## src/rtl/ctrl_pkg.sv

```systemverilog
// rtl/ctrl_pkg.sv - shared types and constants for the multicycle RV32I control unit
// Contents: FSM state enum, opcode/funct constants, ALU op codes, mux selects.
package ctrl_pkg;

    typedef enum logic [3:0] {
        RESET    = 4'd0,
        FETCH    = 4'd1,
        DECODE   = 4'd2,
        EXEC_R   = 4'd3,
        EXEC_I   = 4'd4,
        WB_ALU   = 4'd5,
        MEM_ADDR = 4'd6,
        MEM_RD   = 4'd7,
        WB_LOAD  = 4'd8,
        MEM_WR   = 4'd9,
        BRANCH   = 4'd10,
        TRAP     = 4'd11
    } state_e;

    localparam logic [6:0] OP_RTYPE  = 7'b0110011;
    localparam logic [6:0] OP_ITYPE  = 7'b0010011;
    localparam logic [6:0] OP_LOAD   = 7'b0000011;
    localparam logic [6:0] OP_STORE  = 7'b0100011;
    localparam logic [6:0] OP_BRANCH = 7'b1100011;

    localparam logic [2:0] F3_ADD  = 3'b000;
    localparam logic [2:0] F3_WORD = 3'b010;
    localparam logic [2:0] F3_BEQ  = 3'b000;

    localparam logic [6:0] F7_ADD = 7'b0000000;
    localparam logic [6:0] F7_SUB = 7'b0100000;

    localparam logic [2:0] ALU_IDLE = 3'b000;
    localparam logic [2:0] ALU_SUM  = 3'b001;
    localparam logic [2:0] ALU_SUB  = 3'b010;

    localparam logic [1:0] SRC_A_PC     = 2'b00;
    localparam logic [1:0] SRC_A_REG    = 2'b01;
    localparam logic [1:0] SRC_A_OLD_PC = 2'b10;

    localparam logic [1:0] SRC_B_REG  = 2'b00;
    localparam logic [1:0] SRC_B_FOUR = 2'b01;
    localparam logic [1:0] SRC_B_IMM  = 2'b10;

    // States that talk to memory and therefore stretch by the wait count.
    function automatic logic is_mem_access(input state_e s);
        return (s == FETCH) || (s == MEM_RD) || (s == MEM_WR);
    endfunction

endpackage

```

## src/rtl/mem_wait_counter.sv

```systemverilog
// rtl/mem_wait_counter.sv - memory wait-state counter with load, saturating decrement and zero flag
// Ports: clk_i clock; rst_ni async active-low reset; load_i reload with LOAD_VAL;
//        zero_o counter is zero (access completes this cycle).
module mem_wait_counter #(
    parameter logic [3:0] LOAD_VAL = 4'd0
) (
    input  logic clk_i,
    input  logic rst_ni,
    input  logic load_i,
    output logic zero_o
);

    logic [3:0] cnt_q;
    logic [3:0] cnt_d;

    always_comb begin
        cnt_d = cnt_q;
        if (load_i) begin
            cnt_d = LOAD_VAL;
        end else if (cnt_q != 4'd0) begin
            cnt_d = cnt_q - 4'd1;
        end
    end

    always_ff @(posedge clk_i or negedge rst_ni) begin
        if (!rst_ni) begin
            cnt_q <= 4'd0;
        end else begin
            cnt_q <= cnt_d;
        end
    end

    assign zero_o = (cnt_q == 4'd0);

endmodule

```

## src/rtl/multicycle_control_unit.sv

```systemverilog
// rtl/multicycle_control_unit.sv - multicycle RV32I control FSM (add, sub, addi, lw, sw, beq)
// Ports: clk, rst (async active-low); instr, alu_zero inputs;
//        datapath enables (pc_write, ir_write, mem_read, mem_write, reg_write, load_a/b/alu_out),
//        mux selects (pc_src, i_or_d, mem_to_reg, alu_src_a/b), alu_op, sticky trap, state_out.
module multicycle_control_unit
    import ctrl_pkg::*;
#(
    parameter int MEM_WAIT = 1,
    parameter int ALUOP_W  = 3,
    parameter int STATE_W  = 4
) (
    input  logic               clk,
    input  logic               rst,
    input  logic [31:0]        instr,
    input  logic               alu_zero,
    output logic               pc_write,
    output logic               pc_src,
    output logic               ir_write,
    output logic               mem_read,
    output logic               mem_write,
    output logic               i_or_d,
    output logic               reg_write,
    output logic               mem_to_reg,
    output logic               load_a,
    output logic               load_b,
    output logic               load_alu_out,
    output logic [1:0]         alu_src_a,
    output logic [1:0]         alu_src_b,
    output logic [ALUOP_W-1:0] alu_op,
    output logic               trap,
    output logic [STATE_W-1:0] state_out
);

    state_e state_q, state_d;
    // Load vs store is resolved in DECODE so MEM_ADDR does not look at instr again.
    logic   is_store_q, is_store_d;
    logic   cnt_load, cnt_zero;

    logic [6:0] opcode;
    logic [2:0] funct3;
    logic [6:0] funct7;
    logic       unused_instr;

    assign opcode       = instr[6:0];
    assign funct3       = instr[14:12];
    assign funct7       = instr[31:25];
    assign unused_instr = ^{instr[24:15], instr[11:7]};

    // Reload the wait counter on every entry into an access state; it then
    // counts down and the access completes in the cycle it reads zero.
    assign cnt_load = is_mem_access(state_d) && (state_d != state_q);

    mem_wait_counter #(
        .LOAD_VAL(4'(MEM_WAIT))
    ) u_wait (
        .clk_i (clk),
        .rst_ni(rst),
        .load_i(cnt_load),
        .zero_o(cnt_zero)
    );

    always_ff @(posedge clk or negedge rst) begin
        if (!rst) begin
            state_q    <= RESET;
            is_store_q <= 1'b0;
        end else begin
            state_q    <= state_d;
            is_store_q <= is_store_d;
        end
    end

    always_comb begin
        state_d      = state_q;
        is_store_d   = is_store_q;
        pc_write     = 1'b0;
        pc_src       = 1'b0;
        ir_write     = 1'b0;
        mem_read     = 1'b0;
        mem_write    = 1'b0;
        i_or_d       = 1'b0;
        reg_write    = 1'b0;
        mem_to_reg   = 1'b0;
        load_a       = 1'b0;
        load_b       = 1'b0;
        load_alu_out = 1'b0;
        alu_src_a    = SRC_A_PC;
        alu_src_b    = SRC_B_REG;
        alu_op       = ALUOP_W'(ALU_IDLE);
        trap         = 1'b0;

        case (state_q)
            RESET: begin
                state_d = FETCH;
            end
            FETCH: begin
                mem_read = 1'b1;
                if (cnt_zero) begin
                    ir_write  = 1'b1;
                    pc_write  = 1'b1;
                    alu_src_b = SRC_B_FOUR;
                    alu_op    = ALUOP_W'(ALU_SUM);
                    state_d   = DECODE;
                end
            end
            DECODE: begin
                load_a       = 1'b1;
                load_b       = 1'b1;
                load_alu_out = 1'b1;
                alu_src_a    = SRC_A_OLD_PC;
                alu_src_b    = SRC_B_IMM;
                alu_op       = ALUOP_W'(ALU_SUM);
                if (opcode == OP_RTYPE && funct3 == F3_ADD &&
                    (funct7 == F7_ADD || funct7 == F7_SUB)) begin
                    state_d = EXEC_R;
                end else if (opcode == OP_ITYPE && funct3 == F3_ADD) begin
                    state_d = EXEC_I;
                end else if (opcode == OP_LOAD && funct3 == F3_WORD) begin
                    state_d    = MEM_ADDR;
                    is_store_d = 1'b0;
                end else if (opcode == OP_STORE && funct3 == F3_WORD) begin
                    state_d    = MEM_ADDR;
                    is_store_d = 1'b1;
                end else if (opcode == OP_BRANCH && funct3 == F3_BEQ) begin
                    state_d = BRANCH;
                end else begin
                    state_d = TRAP;
                end
            end
            EXEC_R: begin
                alu_src_a    = SRC_A_REG;
                alu_src_b    = SRC_B_REG;
                alu_op       = funct7[5] ? ALUOP_W'(ALU_SUB) : ALUOP_W'(ALU_SUM);
                load_alu_out = 1'b1;
                state_d      = WB_ALU;
            end
            EXEC_I: begin
                alu_src_a    = SRC_A_REG;
                alu_src_b    = SRC_B_IMM;
                alu_op       = ALUOP_W'(ALU_SUM);
                load_alu_out = 1'b1;
                state_d      = WB_ALU;
            end
            WB_ALU: begin
                reg_write = 1'b1;
                state_d   = FETCH;
            end
            MEM_ADDR: begin
                alu_src_a    = SRC_A_REG;
                alu_src_b    = SRC_B_IMM;
                alu_op       = ALUOP_W'(ALU_SUM);
                load_alu_out = 1'b1;
                state_d      = is_store_q ? MEM_WR : MEM_RD;
            end
            MEM_RD: begin
                mem_read = 1'b1;
                i_or_d   = 1'b1;
                if (cnt_zero) begin
                    state_d = WB_LOAD;
                end
            end
            WB_LOAD: begin
                reg_write  = 1'b1;
                mem_to_reg = 1'b1;
                state_d    = FETCH;
            end
            MEM_WR: begin
                mem_write = 1'b1;
                i_or_d    = 1'b1;
                if (cnt_zero) begin
                    state_d = FETCH;
                end
            end
            BRANCH: begin
                alu_src_a = SRC_A_REG;
                alu_src_b = SRC_B_REG;
                alu_op    = ALUOP_W'(ALU_SUB);
                pc_src    = 1'b1;
                pc_write  = alu_zero;
                state_d   = FETCH;
            end
            TRAP: begin
                trap = 1'b1;
            end
            default: begin
                state_d = TRAP;
            end
        endcase
    end

    assign state_out = STATE_W'(state_q);

endmodule

```

## config.mk

```make
export PLATFORM = sky130hd
export DESIGN_NAME = multicycle_control_unit
export DESIGN_NICKNAME = d
export VERILOG_FILES = /design/src/rtl/ctrl_pkg.sv /design/src/rtl/mem_wait_counter.sv /design/src/rtl/multicycle_control_unit.sv
export SDC_FILE = /design/constraint.sdc
export NUM_CORES = 1
export LEC_CHECK = 0
export CORE_ASPECT_RATIO = 1.5
export CORE_MARGIN = 1.5
export CORE_UTILIZATION = 33
export DETAILED_ROUTE_END_ITERATION = 10
export PLACE_DENSITY = 0.76
export SETUP_SLACK_MARGIN = 0.02
export SYNTH_ARGS = -nofsm -noshare
export SYNTH_HDL_FRONTEND = slang
export SYNTH_HIERARCHICAL = 1
export SYNTH_SLANG_ARGS = --single-unit
```

## constraint.sdc

```tcl
create_clock -name clk -period 1.85 [get_ports clk]
set_clock_uncertainty 0.05 [all_clocks]
set_input_delay 0.37 -clock clk [delete_from_list [all_inputs] [get_ports clk]]
set_output_delay 0.37 -clock clk [all_outputs]
set_load 0.03 [all_outputs]
```

==> impl_metrics.py, run 1 <==
metrics = {
    "floorplanning": {
        "die_width_um": 46.7,
        "pin_count": 58,
        "die_area_um2": 3200,
        "std_cell_rows": 23,
        "die_y_um": 68.5,
        "initial_core_util_pct": 34.9,
        "coreArea_um2": 2710,
    },
    "synth": {
        "synth-simple-area-share_pct": 38.5,
        "synthXorXnorAreaFrac_pct": 0.928,
        "synth_fp_nets": 156,
        "synth_top_area_share_pct": 23.9,
        "seq_area_frac_synth_pct": 23.9,
        "postSynthAreaPerCell_um2": 7.93,
        "syn_inst": 119,
        "synth-compound-area-share_pct": 19.8,
        "synth_area_leaders": "dfrtp_1 (24%), a21oi_1 (6.9%), nand2_1 (5.6%), nor2_1 (3.6%), and3_1 (3.3%)",
        "async_flop_share_pct": 100,
        "ys_ff_latch": 9,
        "synth_top_family_by_area": "simple AND/OR/NAND/NOR gates",
        "yosysTopAreaCell": "dfrtp_1",
        "synth_ff_type": "dfrtp_1",
        "yosys_warnings": 6,
        "muxShareOfSynthArea_pct": 4.91,
        "synthesis.area_um2": 943,
        "synth_fa_ha_area_share_pct": 2.65,
        "synth_cell_type_count": 49,
        "synth_edf_count": 0,
    },
    "worst_setup_path": {
        "rrSetupSlack_ps": -290,
        "crit_path_end_kind": "output port",
        "timing.rr.start": "u_wait/cnt_q[0]$_DFFE_PN0P_",
        "start_kind": "register",
        "ff2ff_path_depth": 10,
        "crit_fanout": 4,
        "worstPathRequired_ps": 1430,
        "crit_arrival_ps": 1770,
        "rr_endpoint": "u_wait/cnt_q[0]$_DFFE_PN0P_",
        "critical_path_class": "register to output port",
    },
    "sta": {
        "rsz0062_at_grt": "true",
        "period_share_pct": 118,
        "finalSetupViolCount": 14,
        "tns_ps": -2650,
        "final_hold_viol_count": 0,
        "fin_crit_ps": 2190,
        "hold_slack_ps": 384,
        "report.final.slew_viol_count": 0,
        "fmax_mhz": 458,
        "fin_ws_ps": -336,
    },
    "power": {
        "combPwrFrac_pct": 14.3,
        "p_sw_mw": 0.109,
        "p_seq_share_pct": 39.0,
        "sw_frac_of_total_pct": 21.6,
        "peakVddDrop_v": 0.000378,
        "powerDensity_nw_per_um2": 256,
        "cellLeakagePower_nw": 0.934,
        "p_int_mw": 0.396,
        "p_clk_share_pct": 46.7,
    },
    "detailed_routing": {
        "vias": 1281,
        "routed_via_density": 5.23,
        "final_antenna_net_count": 0,
        "routed_wl_um": 3710,
        "drc": 0,
        "wl_per_cell_um": 15.1,
        "drt_pass1_iterations": 5,
        "drtIter0Drc": 34,
    },
    "status": {
        "violations": "negative setup slack",
        "status": "finished, violations left",
    },
    "placement": {
        "place.gp.congestion": 0.850,
        "hpwlAfterDp_um": 2210,
        "numPortBuffers": 41,
        "post_dp_cell_area_um2": 1560,
    },
    "job": {
        "cap_violations": 0,
    },
    "clock_network": {
        "cts.htree.levels": 1,
        "holdBufCountCts": 0,
        "cts_buffer_depth": 2,
        "path_clk_slew_ps": 50,
        "cts_tree": "built",
        "numCtsBuffers": 3,
        "insertion_delay_ps": 240,
        "cts-root-buf": "clkbuf_8",
        "cts_sinks": 9,
    },
    "global_route": {
        "grt_pass1_vias": 1181,
        "grt_start_max_net_pins": 10,
        "grt_overflow_total": 0,
        "grt_pass1_wl_um": 4930,
        "antenna_found_initial": 0,
        "grt_use_total_pct": 20.9,
    },
    "layout": {
        "num_antenna_cells": 0,
        "finalInstanceArea_um2": 1970,
        "layout-drive-gt1-share_pct": 57.2,
        "regArea_um2": 230,
        "fillers": 195,
        "nets": 246,
        "areaGrowthSynthToFinish_pct": 109,
        "multi_input_area_um2": 793,
    },
    "hold_path": {
        "hold_path_class": "input pin to asynchronous set/reset pin",
    },
}
==> per-layer routing <==
layer / vias to the layer above / wire length (um) / global-route usage, %
met5: - / 0 / 0
met4: 0 / 107 / 9.38
met3: 15 / 139 / 1.85
met2: 58 / 2100 / 39.8
met1: 607 / 1360 / 22.2
li1: 601 / - / -
==> how the worst max path moves through the flow <==
stage / from / end / slack, ps / depth (start not counted)
2_1_floorplan: state_out[3]$_DFF_PN0_ / pc_write / -130 / 3
3_3_place_gp: instr[3] / is_store_q$_DFFE_PN0P_ / -170 / 6
3_5_place_dp: u_wait/cnt_q[1]$_DFFE_PN0P_ / u_wait/cnt_q[0]$_DFFE_PN0P_ / -240 / 9
4_1_cts: u_wait/cnt_q[0]$_DFFE_PN0P_ / pc_write / -220 / 7
5_1_grt: u_wait/cnt_q[1]$_DFFE_PN0P_ / u_wait/cnt_q[1]$_DFFE_PN0P_ / -390 / 10
6_report: u_wait/cnt_q[0]$_DFFE_PN0P_ / pc_write / -340 / 7
==> cells by family (layout without fill, tap and decap cells) <==
family          Yosys count  in the layout
compound gates           27             27
xor+xnor                  1              1
fa+ha+maj                 2              2
buf+inv                  15            104
flops                     9              9
mux                       4              4
other cells               1              1
simple gates             60             60
==> area by class of cell <==
class / instances / share of cell area (%)
Timing Repair Buffer: 93 / 42.0
Sequential cell: 9 / 11.7
Inverter: 7 / 1.58
Clock buffer: 4 / 2.28
Multi-Input combinational cell: 95 / 40.2
Tap cell: 37 / 2.34
==> through the flow <==
step                cells  setup WS (ps)  utilization (%)  total power [mW]
floorplan             119           -129                -             0.215
global placement      212           -170             57.5             0.269
detailed placement    212           -241             57.5             0.272
CTS                   233           -218             66.5             0.497
global route          245           -387             73.0             0.522
finish                245           -336             73.0             0.505
==> power by group through the flow <==
stage	sequential, mW	clock [mW]	combinational [mW]
after floorplan	0.200	0	0.0144
final	0.197	0.236	0.0720
after detailed placement	0.200	0	0.0713
after global routing	0.197	0.247	0.0777
after CTS	0.198	0.228	0.0714
after global placement	0.200	0	0.0689
==> flip-flops by register name, indices dropped and copies added (netlist names) <==
| name | count |
|---|---|
| is_store_q | 1 |
| state_out | 4 |
| u_wait/cnt_q | 4 |
==> cell usage after synthesis (all sizes together), types with 2 or more instances <==
cell type  number
a21oi          14
a32oi           2
and3            5
buf             6
clkbuf          2
dfrtp           9
ha              2
inv             6
mux2            2
mux2i           2
nand2          14
nand2b          5
nand3           3
nand3b          3
nor2           10
nor2b           4
nor3            4
nor3b           2
nor4            2
nor4b           3
o21ai           2
o22ai           2
or2             2
==> critical path, stage by stage (launching register included) <==
cell and delay, ps:
dfrtp_1 390, inv_2 100, ha_4 140, nor3b_4 280
buf_4 170, and3_4 210, a21o_2 100, buf_6 120
==> what timing repair did <==
item | CTS | global route
buffers inserted | 17 | 13
gates resized for setup | 21 | 24
cloned | 0 | 0
pin swaps | 7 | 8
setup endpoints to repair | 22 | 23
==> layout by cell type (no fill, tap or decap), types with 2 or more instances in the layout <==
| master | instances |
|---|---|
| a21oi_1 | 9 |
| a21oi_2 | 5 |
| and3_4 | 4 |
| buf_4 | 50 |
| buf_6 | 19 |
| clkbuf_8 | 3 |
| clkdlybuf4s50_1 | 20 |
| dfrtp_1 | 5 |
| dfrtp_2 | 4 |
| dlymetal6s2s_1 | 2 |
| inv_1 | 2 |
| inv_2 | 4 |
| mux2_4 | 2 |
| mux2i_1 | 2 |
| nand2_1 | 11 |
| nand2_2 | 3 |
| nand2b_1 | 4 |
| nand3_1 | 2 |
| nand3b_1 | 3 |
| nor2_1 | 7 |
| nor2_4 | 2 |
| nor2b_1 | 2 |
| nor3_1 | 2 |
| nor3_2 | 2 |
| nor4b_2 | 2 |
| o22ai_2 | 2 |
(Power assumes the default switching activity.)
==> inputs of run 2 (changes only) <==
==> constraint.sdc (replaced) <==
create_clock -name clk -period 1.85 [get_ports clk]
set_clock_uncertainty 0.05 [all_clocks]
set_input_delay 0.4625 -clock clk [delete_from_list [all_inputs] [get_ports clk]]
set_output_delay 0.4625 -clock clk [all_outputs]
set_load 0.03 [all_outputs]
==> run 2 against run 1 <==
The flow still finishes with violations (negative setup slack); clock power is essentially flat; worst setup slack lost 63 ps; first-iteration DRC count grew 15%; global-route usage grew 4.8 points; die area is the same; largest power group unchanged; highest routed layer unchanged.
==> impl_metrics.py, run 2 (synthesized netlist as in run 1, its figures left out) <==
metrics = {
    "status": {
        "status": "finished, violations left",
        "violations": "negative setup slack",
    },
    "global_route": {
        "grt_start_max_net_pins": 10,
        "grt_pass1_vias": 1288,
        "grt_pass1_wl_um": 5720,
        "grt_overflow_total": 0,
        "antenna_found_initial": 0,
        "grt_use_total_pct": 25.7,
    },
    "placement": {
        "hpwlAfterDp_um": 2350,
        "numPortBuffers": 41,
        "post_dp_cell_area_um2": 1580,
        "place.gp.congestion": 0.816,
    },
    "worst_setup_path": {
        "crit_arrival_ps": 1740,
        "worstPathRequired_ps": 1340,
        "cp-startpoint": "u_wait/cnt_q[0]$_DFFE_PN0P_",
        "slowest_delay_ps": 390,
        "ff2ff_path_depth": 11,
        "slowest_stage": "dfrtp_1",
        "crit_buf_inv": 3,
        "start_kind": "register",
        "crit_path_end_kind": "output port",
        "crit_fanout": 4,
        "timing.rr.start": "u_wait/cnt_q[0]$_DFFE_PN0P_",
        "crit_cells": 7,
        "cp_top_family": "simple AND/OR/NAND/NOR gates",
        "crit_chain": "inv_2 -> ha_4 -> nor3b_4 -> buf_4 -> and3_4 -> a21o_4 -> buf_6",
        "critical_path_class": "register to output port",
    },
    "clock_network": {
        "numCtsBuffers": 3,
        "path_clk_slew_ps": 50,
        "holdBufCountCts": 0,
        "cts.htree.levels": 1,
        "cts_tree": "built",
        "cts_sinks": 9,
        "insertion_delay_ps": 240,
        "cts_buffer_depth": 2,
        "cts-root-buf": "clkbuf_8",
    },
    "sta": {
        "tns_ps": -4420,
        "fin_crit_ps": 2250,
        "report.final.slew_viol_count": 0,
        "fmax_mhz": 445,
        "fin_ws_ps": -399,
        "final_hold_viol_count": 0,
        "rsz0062_at_grt": "true",
        "period_share_pct": 122,
        "hold_slack_ps": 483,
        "finalSetupViolCount": 22,
    },
    "detailed_routing": {
        "vias": 1358,
        "wl_per_cell_um": 19.5,
        "drtIter0Drc": 39,
        "routed_via_density": 5.50,
        "routed_wl_um": 4830,
        "drc": 0,
        "drt_pass1_iterations": 4,
        "final_antenna_net_count": 0,
    },
    "layout": {
        "final_cell_mix": "buf_4 (43), buf_6 (25), clkdlybuf4s50_1 (18), nand2_1 (11), a21oi_1 (8)",
        "areaGrowthSynthToFinish_pct": 125,
        "num_antenna_cells": 0,
        "nets": 248,
        "finalInstanceArea_um2": 2130,
        "layout-drive-gt1-share_pct": 61.0,
        "final_common_cell": "buf_4",
        "fillers": 173,
    },
    "floorplanning": {
        "die_y_um": 68.5,
        "pin_count": 58,
        "std_cell_rows": 23,
        "die_width_um": 46.7,
        "die_area_um2": 3200,
        "initial_core_util_pct": 34.9,
        "coreArea_um2": 2710,
    },
    "job": {
        "cap_violations": 0,
    },
    "power": {
        "total_power_mw": 0.508,
        "peakVddDrop_v": 0.000358,
        "cellLeakagePower_nw": 0.962,
        "powerDensity_nw_per_um2": 239,
    },
    "hold_path": {
        "hold_path_class": "input pin to asynchronous set/reset pin",
    },
}
[run 2: cell count changes in the layout (fill, tap and decap cells not counted), moves of 3 or more]
cell    before  now
buf_6       19   25
buf_4       50   43
nor2_2       1    4
buf_12       0    3
[run 2: final cells by class]
cell class	count	area [um2]	share of cell area (%)
clock buffer	4	45.0	2.12
inverter	7	40.0	1.88
multi-input combinational	95	852	40.1
sequential	9	230	10.8
tap	37	46.3	2.18
timing repair buffer	95	913	42.9
[run 2: stage by stage]
step	setup WS (ps)	utilization, %	cells
floorplan	-136	-	119
global placement	-261	58.2	211
detailed placement	-342	58.2	211
CTS	-294	72.5	239
global route	-459	78.6	247
finish	-399	78.6	247
[run 2: worst register-to-register path, delay by kind of cell (launching register included)]
family          cells  cell delay [ps]
compound gates      2              440
flops               1              390
buf+inv             5              530
simple gates        3              520
fa+ha+maj           1              140
[run 2: metal layers]
layer / global-route usage, % / vias to the layer above / wire, um / share of wire (%)
li1: - / 597 / - / -
met1: 24.4 / 660 / 1660 / 34
met2: 47.6 / 83 / 2760 / 57
met3: 5.28 / 18 / 256 / 5.3
met4: 16.3 / 0 / 147 / 3.0
met5: 0 / - / 0 / 0
[run 2: worst paths after layout]
| kind | endpoint | slack (ps) |
|---|---|---|
| worst max-delay path | pc_write | -400 |
| worst min-delay path | is_store_q$_DFFE_PN0P_ | 480 |
| worst min register to register | is_store_q$_DFFE_PN0P_ | 590 |
| min in group clk | is_store_q$_DFFE_PN0P_ | 590 |
| max in group asynchronous | state_out[0]$_DFF_PN0_ | 950 |
| worst max register to register | u_wait/cnt_q[0]$_DFFE_PN0P_ | -310 |
[run 2: what timing repair did]
| item | 4_1_cts | 5_1_grt |
|---|---|---|
| gates resized for setup | 38 | 24 |
| buffers inserted | 24 | 10 |
| endpoints found under the hold margin | 0 | 0 |
| cloned | 0 | 0 |
| pin swaps | 14 | 15 |
| endpoints found under the setup margin | 26 | 25 |
[run 2: power breakdown]
part	switching [mW]	total [mW]	internal, mW
registers	0	0.197	0.197
clock network	0.0852	0.236	0.151
logic	0.0252	0.0746	0.0494
total	0.110	0.508	0.398
